==> config.mk <==
export PLATFORM = sky130hd
export DESIGN_NAME = muldiv_seq_flat
export DESIGN_NICKNAME = d
export VERILOG_FILES = /design/src/rtl/riscv_pkg.sv /design/src/rtl/muldiv_seq_if.sv /design/src/rtl/md_iter_core.sv /design/src/rtl/muldiv_seq.sv /design/src/flat_wrapper.sv
export SDC_FILE = /design/constraint.sdc
export NUM_CORES = 1
export LEC_CHECK = 0
export CORE_AREA = 2 2 303 185
export CTS_CLUSTER_DIAMETER = 100
export DETAILED_ROUTE_END_ITERATION = 8
export DIE_AREA = 0 0 305 187
export SLEW_MARGIN = 0
export SYNTH_ARGS = -nofsm -noshare
export SYNTH_HDL_FRONTEND = slang
export SYNTH_HIERARCHICAL = 1
export SYNTH_SLANG_ARGS = --single-unit
==> constraint.sdc <==
create_clock -name clk_i -period 12.75 [get_ports clk_i]
set_clock_uncertainty 0.2 [all_clocks]
set_input_delay 3.1875 -clock clk_i [delete_from_list [all_inputs] [get_ports clk_i]]
set_output_delay 3.1875 -clock clk_i [all_outputs]
set_load 0.1 [all_outputs]
==> src/rtl/riscv_pkg.sv <==
// Shared types and decode helpers for the RV32M multiply/divide sequencer.
package riscv_pkg;

  localparam int XLEN  = 32;
  localparam int CNT_W = $clog2(XLEN) + 1;

  typedef enum logic [3:0] {
    MD_NOP    = 4'd0,
    MD_MUL    = 4'd1,
    MD_MULH   = 4'd2,
    MD_MULHSU = 4'd3,
    MD_MULHU  = 4'd4,
    MD_DIV    = 4'd5,
    MD_DIVU   = 4'd6,
    MD_REM    = 4'd7,
    MD_REMU   = 4'd8
  } md_oper_t;

  typedef enum logic [1:0] {
    MD_IDLE = 2'd0,
    MD_CALC = 2'd1,
    MD_DONE = 2'd2
  } md_state_t;

  // MUL keeps both operands signed; the low product word is the same either way.
  function automatic logic md_is_signed1(md_oper_t op);
    return (op == MD_MUL) || (op == MD_MULH) || (op == MD_MULHSU) ||
           (op == MD_DIV) || (op == MD_REM);
  endfunction

  function automatic logic md_is_signed2(md_oper_t op);
    return (op == MD_MUL) || (op == MD_MULH) || (op == MD_DIV) || (op == MD_REM);
  endfunction

  function automatic logic md_is_div(md_oper_t op);
    return (op == MD_DIV) || (op == MD_DIVU) || (op == MD_REM) || (op == MD_REMU);
  endfunction

  function automatic logic md_is_rem(md_oper_t op);
    return (op == MD_REM) || (op == MD_REMU);
  endfunction

  function automatic logic md_is_high(md_oper_t op);
    return (op == MD_MULH) || (op == MD_MULHSU) || (op == MD_MULHU);
  endfunction

endpackage

==> src/rtl/muldiv_seq_if.sv <==
// EX-stage request/response bundle between the pipeline and the mul/div sequencer.
interface muldiv_seq_if;
  import riscv_pkg::*;

  logic            req_valid_i;
  md_oper_t        md_oper_i;
  logic [XLEN-1:0] operand1_i;
  logic [XLEN-1:0] operand2_i;
  logic            flush_i;
  logic            stall_ext_i;
  logic            stall_o;
  logic            busy_o;
  logic            result_valid_o;
  logic [XLEN-1:0] result_o;

  modport master (
    output req_valid_i, md_oper_i, operand1_i, operand2_i, flush_i, stall_ext_i,
    input  stall_o, busy_o, result_valid_o, result_o
  );

  modport slave (
    input  req_valid_i, md_oper_i, operand1_i, operand2_i, flush_i, stall_ext_i,
    output stall_o, busy_o, result_valid_o, result_o
  );

endinterface

==> src/rtl/md_iter_core.sv <==
// One iteration of the shared datapath: shift-add multiply step or restoring divide step.
module md_iter_core
  import riscv_pkg::*;
(
  input  logic [2*XLEN-1:0] acc_i,
  input  logic [XLEN-1:0]   operand_i,
  input  logic              div_mode_i,
  output logic [2*XLEN-1:0] acc_o
);

  logic [XLEN:0]   mulSum;
  logic [XLEN:0]   remShift;
  logic [XLEN-1:0] remDiff;
  logic            remGeq;

  // Multiply: acc = {partial product, remaining multiplier bits}, shifted right.
  // Divide: acc = {partial remainder, dividend/quotient bits}, shifted left.
  always_comb begin
    acc_o    = acc_i;
    mulSum   = '0;
    remShift = '0;
    remDiff  = '0;
    remGeq   = 1'b0;
    if (div_mode_i) begin
      remShift = acc_i[2*XLEN-1:XLEN-1];
      remGeq   = (remShift >= {1'b0, operand_i});
      remDiff  = remShift[XLEN-1:0] - operand_i;
      if (remGeq) begin
        acc_o = {remDiff, acc_i[XLEN-2:0], 1'b1};
      end else begin
        acc_o = {remShift[XLEN-1:0], acc_i[XLEN-2:0], 1'b0};
      end
    end else begin
      mulSum = {1'b0, acc_i[2*XLEN-1:XLEN]} + (acc_i[0] ? {1'b0, operand_i} : '0);
      acc_o  = {mulSum, acc_i[XLEN-1:1]};
    end
  end

endmodule

==> src/rtl/muldiv_seq.sv <==
// RV32M multiply/divide sequencer beside the EX ALU: 1 bit per cycle, stalls the
// front end while computing and offers the sign-corrected rd value for one capture.
module muldiv_seq
  import riscv_pkg::*;
(
  input  logic        clk_i,
  input  logic        rstn_i,
  muldiv_seq_if.slave md
);

  md_state_t         state_q, state_d;
  logic [CNT_W-1:0]  count_q, count_d;
  logic [2*XLEN-1:0] acc_q, acc_d;
  logic [XLEN-1:0]   opnd_q, opnd_d;
  md_oper_t          oper_q, oper_d;
  logic              negate_q, negate_d;
  logic [XLEN-1:0]   result_q, result_d;

  logic [2*XLEN-1:0] accNext;
  logic [2*XLEN-1:0] prodFix;
  logic [XLEN-1:0]   divPick, divFix, finalVal;
  logic              sign1, sign2;
  logic [XLEN-1:0]   mag1, mag2;
  logic              isDivZero, isOverflow;
  logic [XLEN-1:0]   specialVal;

  md_iter_core u_core (
    .acc_i      (acc_q),
    .operand_i  (opnd_q),
    .div_mode_i (md_is_div(oper_q)),
    .acc_o      (accNext)
  );

  // Request decode: operand magnitudes and the cases that skip iteration entirely.
  always_comb begin
    sign1      = md_is_signed1(md.md_oper_i) & md.operand1_i[XLEN-1];
    sign2      = md_is_signed2(md.md_oper_i) & md.operand2_i[XLEN-1];
    mag1       = sign1 ? -md.operand1_i : md.operand1_i;
    mag2       = sign2 ? -md.operand2_i : md.operand2_i;
    isDivZero  = md_is_div(md.md_oper_i) && (md.operand2_i == '0);
    isOverflow = ((md.md_oper_i == MD_DIV) || (md.md_oper_i == MD_REM)) &&
                 (md.operand1_i == {1'b1, {(XLEN-1){1'b0}}}) && (md.operand2_i == '1);
    specialVal = '0;
    if (isDivZero) begin
      specialVal = md_is_rem(md.md_oper_i) ? md.operand1_i : '1;
    end else if (isOverflow) begin
      specialVal = md_is_rem(md.md_oper_i) ? '0 : md.operand1_i;
    end
  end

  always_comb begin
    prodFix  = negate_q ? -accNext : accNext;
    divPick  = md_is_rem(oper_q) ? accNext[2*XLEN-1:XLEN] : accNext[XLEN-1:0];
    divFix   = negate_q ? -divPick : divPick;
    finalVal = md_is_div(oper_q) ? divFix :
               (md_is_high(oper_q) ? prodFix[2*XLEN-1:XLEN] : prodFix[XLEN-1:0]);
  end

  always_comb begin
    state_d  = state_q;
    count_d  = count_q;
    acc_d    = acc_q;
    opnd_d   = opnd_q;
    oper_d   = oper_q;
    negate_d = negate_q;
    result_d = result_q;
    case (state_q)
      MD_IDLE: begin
        if (md.req_valid_i && !md.flush_i) begin
          oper_d   = md.md_oper_i;
          opnd_d   = mag2;
          acc_d    = {{XLEN{1'b0}}, mag1};
          negate_d = md_is_rem(md.md_oper_i) ? sign1 : (sign1 ^ sign2);
          if (isDivZero || isOverflow) begin
            result_d = specialVal;
            count_d  = '0;
            state_d  = MD_DONE;
          end else begin
            count_d = CNT_W'(XLEN - 1);
            state_d = MD_CALC;
          end
        end
      end
      MD_CALC: begin
        acc_d = accNext;
        if (count_q == '0) begin
          result_d = finalVal;
          state_d  = MD_DONE;
        end else begin
          count_d = count_q - CNT_W'(1);
        end
      end
      MD_DONE: begin
        if (!md.stall_ext_i) begin
          state_d = MD_IDLE;
        end
      end
      default: state_d = MD_IDLE;
    endcase
    if (md.flush_i) begin
      state_d = MD_IDLE;
    end
  end

  always_ff @(posedge clk_i or negedge rstn_i) begin
    if (!rstn_i) begin
      state_q  <= MD_IDLE;
      count_q  <= '0;
      acc_q    <= '0;
      opnd_q   <= '0;
      oper_q   <= MD_NOP;
      negate_q <= 1'b0;
      result_q <= '0;
    end else begin
      state_q  <= state_d;
      count_q  <= count_d;
      acc_q    <= acc_d;
      opnd_q   <= opnd_d;
      oper_q   <= oper_d;
      negate_q <= negate_d;
      result_q <= result_d;
    end
  end

  assign md.stall_o        = !md.flush_i &&
                             (((state_q == MD_IDLE) && md.req_valid_i) || (state_q == MD_CALC));
  assign md.busy_o         = (state_q != MD_IDLE);
  assign md.result_valid_o = (state_q == MD_DONE);
  assign md.result_o       = result_q;

endmodule

==> src/flat_wrapper.sv <==
// flat-port wrapper written by rule: the top's interface ports become plain ports
module muldiv_seq_flat import riscv_pkg::*;
  (clk_i, rstn_i, md_req_valid_i, md_md_oper_i, md_operand1_i, md_operand2_i, md_flush_i, md_stall_ext_i, md_stall_o, md_busy_o, md_result_valid_o, md_result_o);
  muldiv_seq_if md_i ();
  input  logic clk_i;
  input  logic rstn_i;
  input wire logic [$bits(md_i.req_valid_i)-1:0] md_req_valid_i;
  input wire logic [$bits(md_i.md_oper_i)-1:0] md_md_oper_i;
  input wire logic [$bits(md_i.operand1_i)-1:0] md_operand1_i;
  input wire logic [$bits(md_i.operand2_i)-1:0] md_operand2_i;
  input wire logic [$bits(md_i.flush_i)-1:0] md_flush_i;
  input wire logic [$bits(md_i.stall_ext_i)-1:0] md_stall_ext_i;
  output wire logic [$bits(md_i.stall_o)-1:0] md_stall_o;
  output wire logic [$bits(md_i.busy_o)-1:0] md_busy_o;
  output wire logic [$bits(md_i.result_valid_o)-1:0] md_result_valid_o;
  output wire logic [$bits(md_i.result_o)-1:0] md_result_o;
  assign md_i.req_valid_i = md_req_valid_i;
  assign md_i.md_oper_i = md_md_oper_i;
  assign md_i.operand1_i = md_operand1_i;
  assign md_i.operand2_i = md_operand2_i;
  assign md_i.flush_i = md_flush_i;
  assign md_i.stall_ext_i = md_stall_ext_i;
  assign md_stall_o = md_i.stall_o;
  assign md_busy_o = md_i.busy_o;
  assign md_result_valid_o = md_i.result_valid_o;
  assign md_result_o = md_i.result_o;
  muldiv_seq u_core (.clk_i(clk_i), .rstn_i(rstn_i), .md(md_i));
endmodule
==> metrics.yaml <==
final_layout:
  final_cell_mix: "nand2_1, o21ai_0, nor2_1, dfrtp_1, a21oi_1"
  area_growth_pct: 13.8
  fill_cells: 5722
  final_common_cell: "nand2_1"
  drive_gt1_share_pct: 8.55
  multi_input_area_um2: 11600
  num-nets-final: 2262
  seq_area_um2: 3530
  fin_area_um2: 18300
  finalNonFillerCells: 2854
grt:
  antenna_found_initial: 2
  grt_remaining_overflow: 0
  grt_pass1_wl_um: 101000
  grt.total_usage_pct: 22.9
  grt_max_degree: 102
  grt_pass1_vias: 15900
clock_network:
  cts_made_buffers: 17
  cts_resized: 0
  cts_root_buffer: "clkbuf_16"
  htreeDepth: 4
  holdBufCountCts: 0
  clock_latency_ns: 0.46
  clockBufferDepth: 2
  clkTransAtPathRegs_ns: 0.07
  cts_setup_buffers: 0
  cts.sinks: 141
  cts_tree: "yes"
floorplanning:
  ios: 108
  die_x_um: 305
  dieArea_um2: 57000
  core_area_um2: 54700
  placementRows: 67
  start_util_pct: 29.4
  fp.dieH_um: 187
routing:
  drtIter0Drc: 2459
  first_pass_iters: 8
  postRouteAntennaNets: 0
  num_vias: 17300
  routed_via_density: 6.06
  routedWlPerCell_um: 23.4
  wl_um: 66900
  route.detailed.drc: 0
timing:
  relSlewSlack_pct: 11.0
  min_period_ns: 8.44
  setup_tns_ns: 0
  worst_slew_pin_slew_ns: 1.32
  rsz0062_at_grt: "no"
  setup_viol: 0
  slew_violations: 0
  holdWs_ns: 0.304
  finalHoldViolCount: 0
  period_share_pct: 66.2
  setup_ws_ns: 4.31
  clock.fmax_mhz: 119
synthesis:
  ys_ff_latch: 141
  synth_nets: 2255
  synthCells: 2109
  synth_area_per_cell_um2: 7.63
  synth_ff_type: "dfrtp_1"
  synth_edf_count: 0
  seq_area_frac_synth_pct: 21.9
  synth_area_um2: 16100
  synth_cell_types: 106
  ys_async_sr_fraction_pct: 100
  synth-warning-count: 6
placed_design:
  place_congestion: 1.03
  dpl_cell_area_um2: 17700
  placedCellCount: 2821
  dpl.hpwl_um: 50600
  post-place-ws_ns: 4.29
  port_buffers: 107
worst_setup_path:
  crit_buf_inv: 2
  crit_family: "buffers and inverters"
  crit_path_end_kind: "primary output"
  cp_slowest_cell: "clkdlybuf4s50_1"
  required_ns: 9.36
  critical-path-max-stage-delay_ns: 1.16
  cp_common_cell: "clkdlybuf4s50_1"
  arrival_ns: 5.05
  cp_max_fo: 5
  path_class: "in2out"
  crit_chain: "clkdlybuf4s50_1 > nor3_1 > clkdlybuf4s50_1"
  start_kind: "primary input"
worst_hold_path:
  hold_class: "reg2reg"
pwr:
  p_int_mw: 1.86
  switchingPower_mw: 2.22
  clockPowerShare_pct: 13.2
  ir_worst_vdd_uv: 90.1
  power_frac_seq_pct: 17.5
  p_leak_nw: 7.27
  powerDensity_nw_per_um2: 222
  swShare_pct: 54.4
  combPwrFrac_pct: 69.3
run_status:
  run_status: "complete, no violations"
flow_run:
  maxCapViolations: 0
[final timing paths]
path	from	end	slack (ns)	depth (start not counted)
max	md_flush_i	md_stall_o	4.31	3
min	u_core/md.result_o[3]	u_core/md.result_o[3]	0.30	1
max reg2reg	u_core/oper_q[1]	u_core/md.result_o[27]	5.21	14
min reg2reg	u_core/md.result_o[3]	u_core/md.result_o[3]	0.30	1
max in group asynchronous	rstn_i	u_core/negate_q	8.38	2
min in group asynchronous	rstn_i	u_core/count_q[0]	2.51	1
[power by group through the flow]
stage	combinational [mW]	sequential, mW	clock (mW)
after floorplan	2.00	0.633	0
after global placement	2.68	0.708	0
after detailed placement	2.71	0.711	0
after CTS	2.72	0.704	0.545
after global routing	3.03	0.726	0.561
final	2.82	0.713	0.536
[metal layers]
metal / vias to the layer above / wire [µm] / part of all wire (%) / global-route usage [%]
met5: - / 0 / 0 / 0
li1: 7764 / - / - / -
met3: 89 / 8270 / 12 / 5.46
met4: 0 / 1150 / 1.7 / 4.87
met2: 1069 / 25000 / 37 / 29.8
met1: 8379 / 32400 / 49 / 36.7
[logic make-up (layout without fill, tap and decap cells)]
group	after synthesis	count (layout)	share of synthesized area, %
buffers and inverters	233	253	6.09
muxes	92	92	6.01
other	0	1	0
xor gates and xnor gates	183	183	9.96
adders and majority gates	73	73	5.77
DFF	141	141	21.9
and+or+nand+nor	725	725	22.7
AOI/OAI and AO/OA	662	662	27.5
[worst reg2reg max path, stage by stage, from the launching register on]
cell and delay [ns]:
dfrtp_1 0.48, or4b_2 0.97, o21a_1 0.21, buf_4 0.23
clkinv_2 0.64, clkinv_1 0.83, nand2_1 0.22, o21ai_0 0.44
or4_1 0.86, nor3_1 0.33, nand2b_1 0.31, a2111oi_0 1.10
o21bai_1 0.16, a32oi_1 0.24, o311ai_0 0.16
[area by class of cell]
cell class,count,area share [%]
multi-input combinational,1735,63.5
sequential,141,19.3
timing repair buffer,146,7.45
tap,724,4.94
clock buffer,19,2.47
inverter,75,1.54
clock inverter,13,0.778
antenna,1,0.0137
[registers in the layout, indices dropped and copies added, names as in the netlist]
| register | count |
|---|---|
| u_core/opnd_q | 32 |
| u_core/negate_q | 1 |
| u_core/count_q | 6 |
| u_core/state_q | 2 |
| u_core/oper_q | 4 |
| u_core/md.result_o | 32 |
| u_core/acc_q | 64 |
[synthesized netlist by cell type, types with 38 or more instances]
| master | count | share of area, % |
|---|---|---|
| nor3_1 | 46 | 1.4 |
| nor2_1 | 159 | 3.7 |
| o21ai_0 | 182 | 5.7 |
| ha_1 | 71 | 5.5 |
| and2_1 | 38 | 1.5 |
| a21o_1 | 42 | 2.0 |
| xnor2_1 | 103 | 5.6 |
| o31ai_1 | 39 | 1.8 |
| xor2_1 | 80 | 4.4 |
| dfrtp_1 | 141 | 22 |
| inv_1 | 74 | 1.7 |
| nor4_1 | 47 | 1.8 |
| mux2i_1 | 55 | 3.4 |
| a21oi_1 | 127 | 3.9 |
| clkbuf_1 | 121 | 2.8 |
| nand2_1 | 212 | 4.9 |
[through the flow]
| stage | total power, mW | util [%] |
|---|---|---|
| after CTS | 3.97 | 33.5 |
| after global routing | 4.31 | 33.5 |
| after floorplan | 2.63 | - |
| after global placement | 3.39 | 32.4 |
| final | 4.07 | 33.5 |
| after detailed placement | 3.42 | 32.4 |
No activity file was read; power rests on OpenSTA's default activity.
